===== config.mk =====
export PLATFORM = sky130hd
export DESIGN_NAME = stall_scheduler
export DESIGN_NICKNAME = d
export VERILOG_FILES = /design/src/rtl/stall_scheduler.sv
export SDC_FILE = /design/constraint.sdc
export NUM_CORES = 1
export LEC_CHECK = 0
export ABC_AREA = 1
export ABC_CLOCK_PERIOD_IN_PS = 2700
export CAP_MARGIN = 20
export CORE_MARGIN = 1.5
export CORE_UTILIZATION = 45
export DETAILED_ROUTE_END_ITERATION = 12
export PLACE_DENSITY_LB_ADDON = 0.1
export REMOVE_ABC_BUFFERS = 1
export SYNTH_ARGS = -nofsm -noshare
export SYNTH_HDL_FRONTEND = slang
export SYNTH_SLANG_ARGS = --single-unit
export TNS_END_PERCENT = 30

===== constraint.sdc =====
create_clock -name clk -period 2.7 [get_ports clk]
set_input_delay 0.81 -clock clk [delete_from_list [all_inputs] [get_ports clk]]
set_output_delay 0.81 -clock clk [all_outputs]
set_load 0.01 [all_outputs]

===== src/rtl/stall_scheduler.sv =====
// Pipeline stall/flush scheduler: sequences the divider and the imem/dmem handshakes,
// and merges them with load-use and exception commit into per-stage Stall*/Flush*.
module stall_scheduler #(
  parameter int unsigned DIV_LAT = 33
) (
  input  logic clk,
  input  logic rst,
  input  logic LoadUseD,
  input  logic DivE,
  input  logic ExceptM,
  input  logic IAddrOk,
  input  logic IDataOk,
  input  logic DMemM,
  input  logic DAddrOk,
  input  logic DDataOk,
  output logic IReq,
  output logic IDiscard,
  output logic DReq,
  output logic DBusy,
  output logic DivStart,
  output logic DivDoneE,
  output logic StallF,
  output logic StallD,
  output logic StallE,
  output logic StallM,
  output logic StallW,
  output logic FlushD,
  output logic FlushE,
  output logic FlushM,
  output logic FlushW
);

  localparam int unsigned CNT_W = 6;
  // Counter holds the busy cycles left before the DivDoneE cycle.
  localparam logic [CNT_W-1:0] DIV_LOAD = CNT_W'(DIV_LAT - 2);

  typedef enum logic [1:0] {DV_IDLE, DV_BUSY, DV_DONE} dv_state_e;
  typedef enum logic [1:0] {DM_IDLE, DM_ADDR, DM_DATA} dm_state_e;
  typedef enum logic [1:0] {IM_ADDR, IM_DATA, IM_HOLD} im_state_e;

  dv_state_e        dv_q, dv_d;
  dm_state_e        dm_q, dm_d;
  im_state_e        im_q, im_d;
  logic [CNT_W-1:0] cnt_q, cnt_d;
  logic             discard_q, discard_d;

  logic div_start, div_done, div_stall;
  logic d_req, d_stall;
  logic i_req, i_beat, i_disc, i_stall, non_i;
  logic stall_f, stall_d, stall_e, stall_m;
  logic flush_d, flush_e, flush_m, flush_w;

  always_ff @(posedge clk or negedge rst) begin
    if (!rst) begin
      dv_q      <= DV_IDLE;
      dm_q      <= DM_IDLE;
      im_q      <= IM_ADDR;
      cnt_q     <= '0;
      discard_q <= 1'b0;
    end else begin
      dv_q      <= dv_d;
      dm_q      <= dm_d;
      im_q      <= im_d;
      cnt_q     <= cnt_d;
      discard_q <= discard_d;
    end
  end

  always_comb begin
    dv_d      = dv_q;
    dm_d      = dm_q;
    im_d      = im_q;
    cnt_d     = cnt_q;
    discard_d = discard_q;
    stall_f   = 1'b0;
    stall_d   = 1'b0;
    stall_e   = 1'b0;
    stall_m   = 1'b0;
    flush_d   = 1'b0;
    flush_e   = 1'b0;
    flush_m   = 1'b0;
    flush_w   = 1'b0;

    div_start = (dv_q == DV_IDLE) && DivE && !ExceptM;
    div_done  = (dv_q == DV_BUSY) && (cnt_q == '0);
    div_stall = ((dv_q == DV_IDLE) && DivE) || ((dv_q == DV_BUSY) && (cnt_q != '0));

    d_req   = ((dm_q == DM_IDLE) && DMemM && !ExceptM) || (dm_q == DM_ADDR);
    d_stall = d_req || ((dm_q == DM_DATA) && !DDataOk);

    i_req   = (im_q == IM_ADDR);
    i_beat  = (im_q == IM_DATA) && IDataOk && !discard_q;
    i_disc  = (im_q == IM_DATA) && IDataOk && discard_q;
    i_stall = !i_beat && (im_q != IM_HOLD);

    // Exception commit overrides everything except the fetch handshake.
    if (ExceptM) begin
      stall_f = i_stall;
      flush_d = 1'b1;
      flush_e = 1'b1;
      flush_m = 1'b1;
      flush_w = 1'b1;
    end else begin
      stall_f = i_stall || div_stall || d_stall || LoadUseD;
      stall_d = div_stall || d_stall || LoadUseD;
      stall_e = div_stall || d_stall;
      stall_m = d_stall;
      flush_d = i_stall && !stall_d;
      flush_e = LoadUseD && !stall_e;
      flush_m = div_stall && !d_stall;
      flush_w = d_stall;
    end
    non_i = !ExceptM && (div_stall || d_stall || LoadUseD);

    case (dv_q)
      DV_IDLE: begin
        if (div_start) begin
          dv_d  = DV_BUSY;
          cnt_d = DIV_LOAD;
        end
      end
      DV_BUSY: begin
        if (cnt_q != '0) cnt_d = cnt_q - CNT_W'(1);
        else             dv_d  = stall_e ? DV_DONE : DV_IDLE;
      end
      DV_DONE: if (!stall_e) dv_d = DV_IDLE;
      default: dv_d = DV_IDLE;
    endcase
    if (ExceptM) begin
      dv_d  = DV_IDLE;
      cnt_d = '0;
    end

    case (dm_q)
      DM_IDLE: if (d_req) dm_d = DAddrOk ? DM_DATA : DM_ADDR;
      DM_ADDR: if (DAddrOk) dm_d = DM_DATA;
      DM_DATA: if (DDataOk) dm_d = DM_IDLE;
      default: dm_d = DM_IDLE;
    endcase

    case (im_q)
      IM_ADDR: if (IAddrOk) im_d = IM_DATA;
      IM_DATA: begin
        if (IDataOk) begin
          discard_d = 1'b0;
          im_d      = (!discard_q && non_i) ? IM_HOLD : IM_ADDR;
        end else if (ExceptM) begin
          discard_d = 1'b1;
        end
      end
      IM_HOLD: if (!non_i) im_d = IM_ADDR;
      default: im_d = IM_ADDR;
    endcase
  end

  // Everything is forced quiet while reset is held.
  assign IReq     = rst & i_req;
  assign IDiscard = rst & i_disc;
  assign DReq     = rst & d_req;
  assign DBusy    = rst & (dm_q != DM_IDLE);
  assign DivStart = rst & div_start;
  assign DivDoneE = rst & div_done;
  assign StallF   = rst & stall_f;
  assign StallD   = rst & stall_d;
  assign StallE   = rst & stall_e;
  assign StallM   = rst & stall_m;
  assign StallW   = 1'b0;
  assign FlushD   = rst & flush_d;
  assign FlushE   = rst & flush_e;
  assign FlushM   = rst & flush_m;
  assign FlushW   = rst & flush_w;

endmodule


# After elaboration in Yosys (flattened, before gate mapping)
# Index checks and enable logic that the tools add are counted.
# Widths: inputs -> output; s select.
[word_totals]
regBits = 13
latchBits = 0
ram_bits = 0
rom_bits = 0
inputBits = 10
output_inout_bits = 15
memories = 0
[op_classes]
n_addsub = 1
multipliers = 0
div = 0
magnitude_cmp = 0
n_eq_ne = 17
shift = 0
mux = 30
bitwise_logic = 14
n_reduce_logical = 44
[ops]
columns = ["cell", "count"]
rows = [
  ["$mux 2", 13],
  ["$mux 6", 3],
  ["$pmux 2 s3", 3],
  ["$logic_and 1x1->1", 16],
  ["$and 1x1->1", 14],
  ["$ne 2x2->1 const B", 7],
  ["$pmux 6 s2", 1],
  ["$reduce_and 3->1", 4],
  ["$mux 1", 10],
  ["$ne 3x3->1 const B", 3],
  ["$logic_or 1x1->1", 8],
  ["$logic_not 1->1", 7],
  ["$eq 2x1->1 const B", 3],
  ["$eq 2x2->1 const B", 3],
  ["$logic_not 2->1", 3],
  ["$logic_not 6->1", 1],
  ["$reduce_bool 6->1", 1],
  ["$sub 6x1->6 const B", 1],
  ["$reduce_bool 2->1", 2],
  ["$ne 3x2->1 const B", 1],
  ["$reduce_bool 3->1", 1],
  ["$reduce_and 2->1", 1],
]

# Longest topological paths before layout
[depth]
ltp_word = 12
depth_mapped = 8

# Worst setup path before layout
# OpenSTA, ideal clock, no wires.
[synth_timing]
kind = "in2out"
startpoint = "input port ExceptM"
endpoint = "output port FlushD"
t_arrival_ns = 1.461
required_time_ns = 1.890
slack_ns = 0.429
stages = 6
path_buffers = 0
cell_sequence = "inv_2 nand2_2 nand2_2 a21oi_4 nand4_4 a21oi_2"
[synth_via]
elab_chain_cells = 10
[synth_rtl]
columns = ["item", "line", "text"]
rows = [
  ["from (decl)", "10", "input logic ExceptM,"],
  ["$logic_not 1->1", "88", "d_req = ((dm_q == DM_IDLE) && DMemM && !ExceptM) || (dm_q == DM_ADDR);"],
  ["$logic_and 1x1->1", "88", ""],
  ["$logic_or 1x1->1", "88", ""],
  ["$logic_or 1x1->1", "89", "d_stall = d_req || ((dm_q == DM_DATA) && !DDataOk);"],
  ["$logic_or 1x1->1 (2 in a row)", "105", "stall_d = div_stall || d_stall || LoadUseD;"],
  ["$logic_not 1->1", "108", "flush_d = i_stall && !stall_d;"],
  ["$logic_and 1x1->1", "108", ""],
  ["$mux 1 (*)", "97", "if (ExceptM) begin"],
  ["$and 1x1->1 (*)", "168", "assign FlushD = rst & flush_d;"],
  ["to (decl)", "27", "output logic FlushD,"],
]
# Mark *: on every way between the ends. The rest lies on a longest branch, timed or not.

# Final worst setup path
[layout_timing]
startpoint = "input port DMemM"
endpoint = "output port FlushE"
[layout_via]
elab_chain_cells = 9
[layout_rtl]
columns = ["item", "line", "text"]
rows = [
  ["from (decl)", "13", "input logic DMemM,"],
  ["$logic_and 1x1->1 (2 in a row)", "88", ""],
  ["$logic_or 1x1->1", "88", ""],
  ["$logic_or 1x1->1", "89", ""],
  ["$logic_or 1x1->1", "106", "stall_e = div_stall || d_stall;"],
  ["$logic_not 1->1", "109", "flush_e = LoadUseD && !stall_e;"],
  ["$logic_and 1x1->1", "109", ""],
  ["$mux 1", "97", ""],
  ["$and 1x1->1", "169", "assign FlushE = rst & flush_e;"],
  ["to (decl)", "28", "output logic FlushE,"],
]
# No other way between the ends.

==> results.sh <==
export IMPL_syn_area_per_cell_um2=6.95
export IMPL_area_delta_synth_final_pct=51.7
export IMPL_drc=0
export IMPL_ys_types=26
export IMPL_grt_pass1_wl_mm=3.46
export IMPL_n_antenna_cell=0
export IMPL_vias=1021
export IMPL_num_rows=16
export IMPL_grt_pass1_vias=829
export IMPL_final_cell_mix="nand2_1 (32), buf_4 (20), nor2_1 (16), inv_1 (15), dfrtp_1 (13)"
export IMPL_layout_drive_gt1_share_pct=33.0
export IMPL_cp_start_kind="input port"
export IMPL_clk_latency_ns=0.28
export IMPL_grt_usage_pct=21.9
export IMPL_placed_area_um2=1280
export IMPL_ys_warn_count=0
export IMPL_clockPowerShare_pct=13.5
export IMPL_clk_pin_slew_worst_paths_ns=0.09
export IMPL_portBuffers=23
export IMPL_die_x_um=47.8
export IMPL_clock_path_buffers=2
export IMPL_path_max_fanout=4
export IMPL_nets=191
export IMPL_final_util_pct=71.3
export IMPL_max_freq_ghz=0.378
export IMPL_final_max_slew_viol_count=0
export IMPL_finalHoldViolations=0
export IMPL_dp_hpwl_mm=1.74
export IMPL_p_int_uw=529
export IMPL_overflow=0
export IMPL_grt_antenna_before_repair=0
export IMPL_grt_start_max_net_pins=13
export IMPL_synth_edf_count=0
export IMPL_cts_root_buf="clkbuf_4"
export IMPL_wl_per_cell_um=12.2
export IMPL_ys_seq_area_share_pct=36.0
export IMPL_dr_pass1_iters=4
export IMPL_synthCells=130
export IMPL_fin_area_um2=1370
export IMPL_core_um2=1920
export IMPL_setup_ws_ns=0.0535
export IMPL_reg2reg_to="cnt_q[4]$_DFFE_PN0P_"
export IMPL_die_area_um2=2290
export IMPL_final_common_cell="nand2_1"
export IMPL_cts_buffers=3
export IMPL_comb_power_share_pct=55.0
export IMPL_rsz0062_at_grt="false"
export IMPL_fp_dieH_um=47.8
export IMPL_wl_mm=2.52
export IMPL_skew_ns=0.00258
export IMPL_multiInputGateArea_um2=548
export IMPL_crit_required_ns=1.89
export IMPL_fillers=161
export IMPL_power_density_nw_per_um2=677
export IMPL_max_cap_violations=0
export IMPL_ant_nets=0
export IMPL_synthArstFlopShare_pct=100
export IMPL_reg2reg_slack_ns=1.13
export IMPL_vdd_ir_drop_worst_uv=428
export IMPL_start_util_pct=47.0
export IMPL_switchingPower_uw=399
export IMPL_end_kind="output pin"
export IMPL_h_tree_depth=1
export IMPL_cts_tree="yes"
export IMPL_r2r_cells=8
export IMPL_first_iter_violations=18
export IMPL_min_period_ns=2.65
export IMPL_via_per_inst=4.96
export IMPL_hold_class="input port to asynchronous set/reset pin"
export IMPL_path_class="input port to output pin"
export IMPL_worstReg2RegStart="cnt_q[0]$_DFFE_PN0P_"
export IMPL_pin_count=25
export IMPL_gp_congestion=0.862
export IMPL_finalSetupViolations=0
export IMPL_cp_arrival_ns=1.84
export IMPL_seq_area_um2=325
export IMPL_synth_seq_cells=13
export IMPL_cts_sinks=13
export IMPL_preCtsSetupSlack_ns=-0.594
export IMPL_fin_crit_sh_pct=98.0
export IMPL_total_power_uw=928
export IMPL_synthesis_area_um2=903
export IMPL_p_leak_nw=0.732
export IMPL_p_sw_share_pct=43.0
export IMPL_whs_ns=0.482
export IMPL_status="finished clean"
export IMPL_seq_power_share_pct=31.5
export IMPL_ys_flop_type="dfrtp_1"
## timing repair
action / CTS / global route
endpoints found under the setup margin: 14 / 11
pin swaps: 7 / 6
setup buffers: 6 / 2
hold buffers: 0 / 0
gates cloned: 0 / 0
gates resized for setup: 58 / 14
## power by group through the flow
stage	Clock, mW	Sequential, mW	Combinational [mW]
after CTS	0.131	0.292	0.473
after global placement	0	0.294	0.443
after floorplan	0	0.284	0.274
final	0.126	0.292	0.510
after detailed placement	0	0.295	0.456
after global routing	0.141	0.301	0.564
## cell families (layout without fill, tap and decap cells)
logic type	Yosys count	after routing	share of synthesized area [%]
AO/OA/AOI/OAI	24	24	16.2
adder cells (fa/ha/maj)	1	1	1.38
buffers and inverters	20	69	8.73
flip-flops	13	13	36.0
other	1	1	0.415
AND/OR/NAND/NOR	71	71	37.3
## worst max-delay path by stage
stage	endpoint	depth (start not counted)	slack, ns	start
6_report	FlushE	8	0.05	DMemM
3_5_place_dp	FlushD	8	-0.59	ExceptM
5_1_grt	StallF	8	0.02	cnt_q[0]$_DFFE_PN0P_
4_1_cts	FlushE	5	-0.10	rst
2_1_floorplan	FlushD	6	0.37	ExceptM
3_3_place_gp	FlushD	8	-0.57	ExceptM
## worst max-delay path, stage by stage
cell and delay [ns]:
clkdlybuf4s15_1 0.18, nand2_2 0.06, nand2_2 0.06, a21oi_4 0.22, buf_4 0.15, nand3_2 0.08
a21oi_2 0.13, clkbuf_2 0.14
## area by class of cell
| class | instances | share of cell area, % |
|---|---|---|
| clock buffers | 3 | 1.64 |
| clock inverters | 1 | 0.365 |
| inverters | 18 | 4.93 |
| multi-input cells | 97 | 40.0 |
| flip-flops and latches | 13 | 23.7 |
| well taps | 27 | 2.47 |
| repair buffers | 47 | 26.8 |
## through the flow
step | setup TNS [ns] | instances
after floorplan | 0 | 128
after global placement | -5.85 | 194
after detailed placement | -6.01 | 194
after CTS | -0.102 | 204
after global routing | 0 | 206
final | 0 | 206
## registers in the layout (all words and copies together), names as in the netlist
signal	cells
discard_q	1
dm_q	2
im_q	2
dv_q	2
cnt_q	6
## synthesized netlist by cell type (2+ instances only)
cell type	number	area (µm²)
inv_1	17	63.8
a21oi_1	6	30.0
nor2_1	19	71.3
o21ai_1	3	15.0
nand2_2	3	18.8
o21ai_0	9	45.0
nor3_1	3	15.0
nand2_1	33	124
nand3_1	6	30.0
a21oi_2	2	17.5
nand4_1	2	12.5
dfrtp_1	13	325
## metal layers
metal  vias up  share of wire, %  GRT usage [%]
li1        515                 -              -
met1       486                43           26.7
met2        18                54           38.7
met3         2               3.2           4.53
met4         0              0.56           6.49
met5         -                 0              0
Note: power is estimated with default switching activity, not from simulation.
